`src/rtl/dmem_pkg.sv`:
```
// Shared types and default widths for the data-memory arbiter.
// Included by the arbiter top and its response register.
package dmem_pkg;

    localparam int unsigned DMEM_ADDR_W  = 10;
    localparam int unsigned DMEM_DATA_W  = 32;
    localparam int unsigned DMEM_BMASK_W = DMEM_DATA_W / 8;

    typedef enum logic {
        ARB   = 1'b0,
        LOCK1 = 1'b1
    } arb_state_e;

    typedef struct packed {
        logic [DMEM_ADDR_W-1:0]  addr;
        logic [DMEM_DATA_W-1:0]  wdata;
        logic [DMEM_BMASK_W-1:0] bmask;
        logic                    wren;
    } mem_req_t;

    localparam mem_req_t MEM_REQ_IDLE = '0;

    // Bundle one master's request fields into a memory request.
    function automatic mem_req_t make_req(
        input logic [DMEM_ADDR_W-1:0]  addr,
        input logic [DMEM_DATA_W-1:0]  wdata,
        input logic [DMEM_BMASK_W-1:0] bmask,
        input logic                    wren
    );
        mem_req_t r;
        r.addr  = addr;
        r.wdata = wdata;
        r.bmask = bmask;
        r.wren  = wren;
        return r;
    endfunction

endpackage

```
`src/rtl/dmem_arbiter_rsp.sv`:
```
// Per-master read-response register: captures memory read data one cycle
// after a granted read and strobes rvalid for exactly that cycle.
module dmem_arbiter_rsp
    import dmem_pkg::*;
#(
    parameter int unsigned DATA_W = DMEM_DATA_W
) (
    input  logic              i_clk,
    input  logic              i_reset,
    input  logic              i_rd_fire,
    input  logic [DATA_W-1:0] i_mem_rdata,
    output logic              o_rvalid,
    output logic [DATA_W-1:0] o_rdata
);

    always_ff @(posedge i_clk or posedge i_reset) begin
        if (i_reset) begin
            o_rvalid <= 1'b0;
            o_rdata  <= '0;
        end else begin
            o_rvalid <= i_rd_fire;
            if (i_rd_fire) begin
                o_rdata <= i_mem_rdata;
            end
        end
    end

endmodule

```
`src/rtl/dmem_arbiter.sv`:
```
// Two-master arbiter for the single-port data memory: fixed priority to the
// LSU (M0), starvation-bounded access and burst locking for the loader (M1).
module dmem_arbiter
    import dmem_pkg::*;
#(
    parameter int unsigned ADDR_W     = DMEM_ADDR_W,
    parameter int unsigned DATA_W     = DMEM_DATA_W,
    parameter int unsigned STARVE_MAX = 4
) (
    input  logic                i_clk,
    input  logic                i_reset,

    input  logic                i_m0_req,
    input  logic [ADDR_W-1:0]   i_m0_addr,
    input  logic [DATA_W-1:0]   i_m0_wdata,
    input  logic [DATA_W/8-1:0] i_m0_bmask,
    input  logic                i_m0_wren,
    output logic                o_m0_gnt,
    output logic                o_m0_rvalid,
    output logic [DATA_W-1:0]   o_m0_rdata,

    input  logic                i_m1_req,
    input  logic [ADDR_W-1:0]   i_m1_addr,
    input  logic [DATA_W-1:0]   i_m1_wdata,
    input  logic [DATA_W/8-1:0] i_m1_bmask,
    input  logic                i_m1_wren,
    input  logic                i_m1_lock,
    output logic                o_m1_gnt,
    output logic                o_m1_rvalid,
    output logic [DATA_W-1:0]   o_m1_rdata,

    output logic [ADDR_W-1:0]   o_mem_addr,
    output logic [DATA_W-1:0]   o_mem_wdata,
    output logic [DATA_W/8-1:0] o_mem_bmask,
    output logic                o_mem_wren,
    input  logic [DATA_W-1:0]   i_mem_rdata
);

    localparam int unsigned BMASK_W = DATA_W / 8;
    localparam int unsigned CNT_W   = $clog2(STARVE_MAX + 1);
    localparam logic [CNT_W-1:0] CNT_MAX = CNT_W'(STARVE_MAX);

    arb_state_e       state;
    arb_state_e       state_nxt;
    logic [CNT_W-1:0] starve_cnt;
    logic             m0_win;
    logic             m1_win;
    mem_req_t         m0_bus;
    mem_req_t         m1_bus;
    mem_req_t         mem_bus;

    assign m0_bus = make_req(DMEM_ADDR_W'(i_m0_addr), DMEM_DATA_W'(i_m0_wdata),
                             DMEM_BMASK_W'(i_m0_bmask), i_m0_wren);
    assign m1_bus = make_req(DMEM_ADDR_W'(i_m1_addr), DMEM_DATA_W'(i_m1_wdata),
                             DMEM_BMASK_W'(i_m1_bmask), i_m1_wren);

    // State register.
    always_ff @(posedge i_clk or posedge i_reset) begin
        if (i_reset) begin
            state <= ARB;
        end else begin
            state <= state_nxt;
        end
    end

    // Next state: a locked M1 grant opens a burst that lasts until lock drops.
    always_comb begin
        state_nxt = state;
        case (state)
            ARB: begin
                if (m1_win && i_m1_lock) begin
                    state_nxt = LOCK1;
                end
            end
            LOCK1: begin
                if (!i_m1_lock) begin
                    state_nxt = ARB;
                end
            end
            default: state_nxt = ARB;
        endcase
    end

    // Grant decision and memory-port mux.
    always_comb begin
        m0_win  = 1'b0;
        m1_win  = 1'b0;
        mem_bus = MEM_REQ_IDLE;
        case (state)
            ARB: begin
                if (i_m1_req && (starve_cnt == CNT_MAX)) begin
                    m1_win = 1'b1;
                end else if (i_m0_req) begin
                    m0_win = 1'b1;
                end else if (i_m1_req) begin
                    m1_win = 1'b1;
                end
            end
            LOCK1: begin
                m1_win = i_m1_req;
            end
            default: begin
                m0_win = 1'b0;
                m1_win = 1'b0;
            end
        endcase
        if (m0_win) begin
            mem_bus = m0_bus;
        end else if (m1_win) begin
            mem_bus = m1_bus;
        end
        // A write must never reach the array while reset is held.
        if (i_reset) begin
            mem_bus.wren = 1'b0;
        end
    end

    assign o_m0_gnt    = m0_win;
    assign o_m1_gnt    = m1_win;
    assign o_mem_addr  = ADDR_W'(mem_bus.addr);
    assign o_mem_wdata = DATA_W'(mem_bus.wdata);
    assign o_mem_bmask = BMASK_W'(mem_bus.bmask);
    assign o_mem_wren  = mem_bus.wren;

    // Counts consecutive arbitration cycles in which M1 asked and lost.
    always_ff @(posedge i_clk or posedge i_reset) begin
        if (i_reset) begin
            starve_cnt <= '0;
        end else if (!i_m1_req || m1_win) begin
            starve_cnt <= '0;
        end else if ((state == ARB) && (starve_cnt != CNT_MAX)) begin
            starve_cnt <= starve_cnt + CNT_W'(1);
        end
    end

    dmem_arbiter_rsp #(
        .DATA_W (DATA_W)
    ) u_rsp_m0 (
        .i_clk       (i_clk),
        .i_reset     (i_reset),
        .i_rd_fire   (m0_win && !i_m0_wren),
        .i_mem_rdata (i_mem_rdata),
        .o_rvalid    (o_m0_rvalid),
        .o_rdata     (o_m0_rdata)
    );

    dmem_arbiter_rsp #(
        .DATA_W (DATA_W)
    ) u_rsp_m1 (
        .i_clk       (i_clk),
        .i_reset     (i_reset),
        .i_rd_fire   (m1_win && !i_m1_wren),
        .i_mem_rdata (i_mem_rdata),
        .o_rvalid    (o_m1_rvalid),
        .o_rdata     (o_m1_rdata)
    );

endmodule

```
`config.mk`:
```
export PLATFORM = sky130hd
export DESIGN_NAME = dmem_arbiter
export DESIGN_NICKNAME = d
export VERILOG_FILES = /design/src/rtl/dmem_pkg.sv /design/src/rtl/dmem_arbiter_rsp.sv /design/src/rtl/dmem_arbiter.sv
export SDC_FILE = /design/constraint.sdc
export NUM_CORES = 1
export LEC_CHECK = 0
export BUFFER_PORTS_ARGS = -buffer_cell sky130_fd_sc_hd__buf_2
export CORE_AREA = 2 2 95 97
export CTS_BUF_LIST = sky130_fd_sc_hd__clkbuf_4 sky130_fd_sc_hd__clkbuf_8
export DETAILED_ROUTE_END_ITERATION = 10
export DIE_AREA = 0 0 97 99
export GPL_TIMING_DRIVEN = 0
export PLACE_DENSITY = 0.86
export SLEW_MARGIN = 20
export SYNTH_ARGS = -nofsm -noshare
export SYNTH_HDL_FRONTEND = slang
export SYNTH_SLANG_ARGS = --single-unit
```
`constraint.sdc`:
```
create_clock -name i_clk -period 2.4 [get_ports i_clk]
set_clock_uncertainty 0.05 [all_clocks]
set_input_delay 0.12 -clock i_clk [delete_from_list [all_inputs] [get_ports i_clk]]
set_output_delay 0.12 -clock i_clk [all_outputs]
set_load 0.01 [all_outputs]
```
==> results_dict.tcl <==
set metrics [dict create \
    status "finished, final reports clean" \
    criticalPathCategory "flip-flop to output port" \
    port_buffers 245 \
    chipHeight_um 99 \
    std_cell_rows 34 \
    syn_nets 353 \
    grt_start_max_net_pins 42 \
    syn_area_per_cell_um2 14.7 \
    core_um2 8550 \
    die_w_um 97 \
    cts_sinks 70 \
    drc 0 \
    synth_top_area_share_pct 54.2 \
    fin_ws_ns 0.279 \
    whs_ns 0.0502 \
    tns_ns 0 \
    post-synth-top-area-cell "dfrtp_1" \
    syn2layout_area_growth_pct 60.5 \
    cts_buffer_depth 2 \
    dp_slack_ns 0.586 \
    final_cells 625 \
    hpwlAfterDp_mm 8.45 \
    dp_cells 574 \
    period_share_pct 88.4 \
    wire_per_inst_um 18.0 \
    cts_root_buf "clkbuf_8" \
    vias 3132 \
    crit_arrival_ns 1.95 \
    ir_worst_vdd_uv 592 \
    critPathLaunchType "flip-flop" \
    dieArea_um2 9600 \
    r2r_start "starve_cnt[0]$_DFFE_PP0P_" \
    syn_area_um2 3230 \
    cts_tree "done" \
    hold_viol_final 0 \
    place_congestion 0.886 \
    finalNetCount 644 \
    grt_pass1_wl_mm 17.0 \
    n_fill_cell 689 \
    end_kind "output port" \
    cts_setup_buffers 0 \
    drt_pass1_iterations 4 \
    clock_latency_ns 0.33 \
    ys.warnings.count 0 \
    drv_slew 0 \
    fmax_mhz 472 \
    track_usage_pct 22.4 \
    cts-buffers-inserted 9 \
    synth_cells 220 \
    yosys-top-cells-area "dfrtp_1, mux2_2, a22o_1" \
    p_per_area_nw_per_um2 702 \
    startpoint "starve_cnt[0]$_DFFE_PP0P_" \
    seq_area_frac_synth_pct 54.2 \
    overflow 0 \
    start_util_pct 37.8 \
    grt_setup_unrepaired "false" \
    maxCapViolations 0 \
    cellLeakagePower_nw 2.74 \
    crit_required_ns 2.23 \
    multi_input_area_um2 1290 \
    yosys_register_bits 70 \
    grt_pass1_vias 3167 \
    min_path_type "input port to flip-flop" \
    final_antenna_net_count 0 \
    synth_cell_types 24 \
    maxSlewHeadroom_pct 73.4 \
    drive_above_1_share_pct 65.5 \
    h-tree-depth 3 \
    path_clk_slew_ns 0.08 \
    tightestPinTransition_ns 0.399 \
    antenna_found_initial 1 \
    hp-start "i_m1_req" \
    finalCriticalPeriod_ns 2.12 \
    final-seq-area_um2 1750 \
    total_power_mw 3.64 \
    via_per_inst 5.01 \
    ios 246 \
    drt_iter0_markers 57 \
    wl_mm 11.3 \
    crit_path_max_fanout 10 \
    setup_violations 0 \
]
## cell usage after synthesis
library cell and count:
a21boi_0 1, a21boi_2 1, a21oi_4 1, a22o_1 46, a32o_1 1, and2_1 1, and3_1 3, buf_2 2
buf_4 1, buf_6 14, dfrtp_1 70, ha_1 2, inv_1 4, mux2_1 11, mux2_2 53, nand2_1 1
nand2_2 1, nand2b_1 1, nand3_1 1, nor2b_1 1, nor2b_4 1, nor3b_2 1, o21a_1 1, xor2_1 1
## logic make-up after synthesis
family	after synthesis	synth area share [%]
buffers and inverters	21	5.89
flip-flops	70	54.2
adder cells (fa/ha/maj)	2	0.774
XOR/XNOR	1	0.271
AND/OR/NAND/NOR	11	2.44
AO/OA/AOI/OAI	51	14.1
multiplexers	64	22.3
## layer usage
layer	vias up	track usage [%]	share of wire, %
met2	163	38.9	53
met5	-	0	0
met1	1540	27.5	39
met4	0	7.37	2.0
met3	20	5.60	6.6
li1	1409	-	-
## path summary, 6_finish.rpt
| check | slack [ns] | end | cells past startpoint |
|---|---|---|---|
| worst max-delay path | 0.28 | o_mem_wdata[20] | 8 |
| worst min-delay path | 0.05 | starve_cnt[2]$_DFFE_PP0P_ | 2 |
| worst max register to register | 0.62 | u_rsp_m1.o_rdata[23]$_DFFE_PP0P_ | 6 |
| worst min register to register | 0.45 | u_rsp_m1.o_rdata[25]$_DFFE_PP0P_ | 1 |
| max in group asynchronous | 1.44 | u_rsp_m1.o_rdata[18]$_DFFE_PP0P_ | 4 |
| min in group asynchronous | 0.30 | starve_cnt[2]$_DFFE_PP0P_ | 3 |
## worst max-delay path, cell delays in order, from the launching register on
cell and delay, ns:
dfrtp_1 0.39, inv_1 0.07, ha_1 0.16, nand2_1 0.13
a21boi_2 0.19, buf_4 0.21, buf_6 0.16, a22o_1 0.17
buf_2 0.14
## power breakdown
group          switching, mW  internal [mW]  leakage (nW)
clock network          0.501          0.602         0.112
logic                  0.495          0.546          1.79
registers              0.107           1.39         0.834
## final cells by class
cell class	count	share of cell area, %
clock inverters	7	2.03
flip-flops and latches	70	33.8
inverters	4	0.338
well taps	108	2.61
clock buffers	9	2.39
repair buffers	280	30.6
multi-input cells	129	24.8
plain buffers	17	3.38
diodes	1	0.0483
## placed cells by master (no fill, tap or decap), drive strengths merged, types with 2 or more instances in the layout
cell type	count
mux2	64
inv	7
nor2b	2
buf	263
dlygate4sd3	34
bufinv	2
and3	3
ha	2
nand2	2
a21boi	2
a22o	46
clkbuf	9
dfrtp	70
## stage by stage
step	util [%]	instance area [um2]
after global placement	53.7	4590
after detailed placement	54.0	4610
after CTS	60.6	5180
final	60.7	5190
after floorplan	-	3230
after global routing	60.7	5190
## registers in the layout, summed over array words and instances, names as in the netlist
signal,flops
state,1
u_rsp_m0.o_rdata,32
u_rsp_m1.o_rvalid,1
starve_cnt,3
u_rsp_m1.o_rdata,32
u_rsp_m0.o_rvalid,1
## timing repair
item                       CTS  global route
hold buffers                34             0
hold endpoints to repair    92             0
resized for setup            0             0
setup endpoints to repair    0             0
Note: power is estimated with default switching activity, not from simulation.
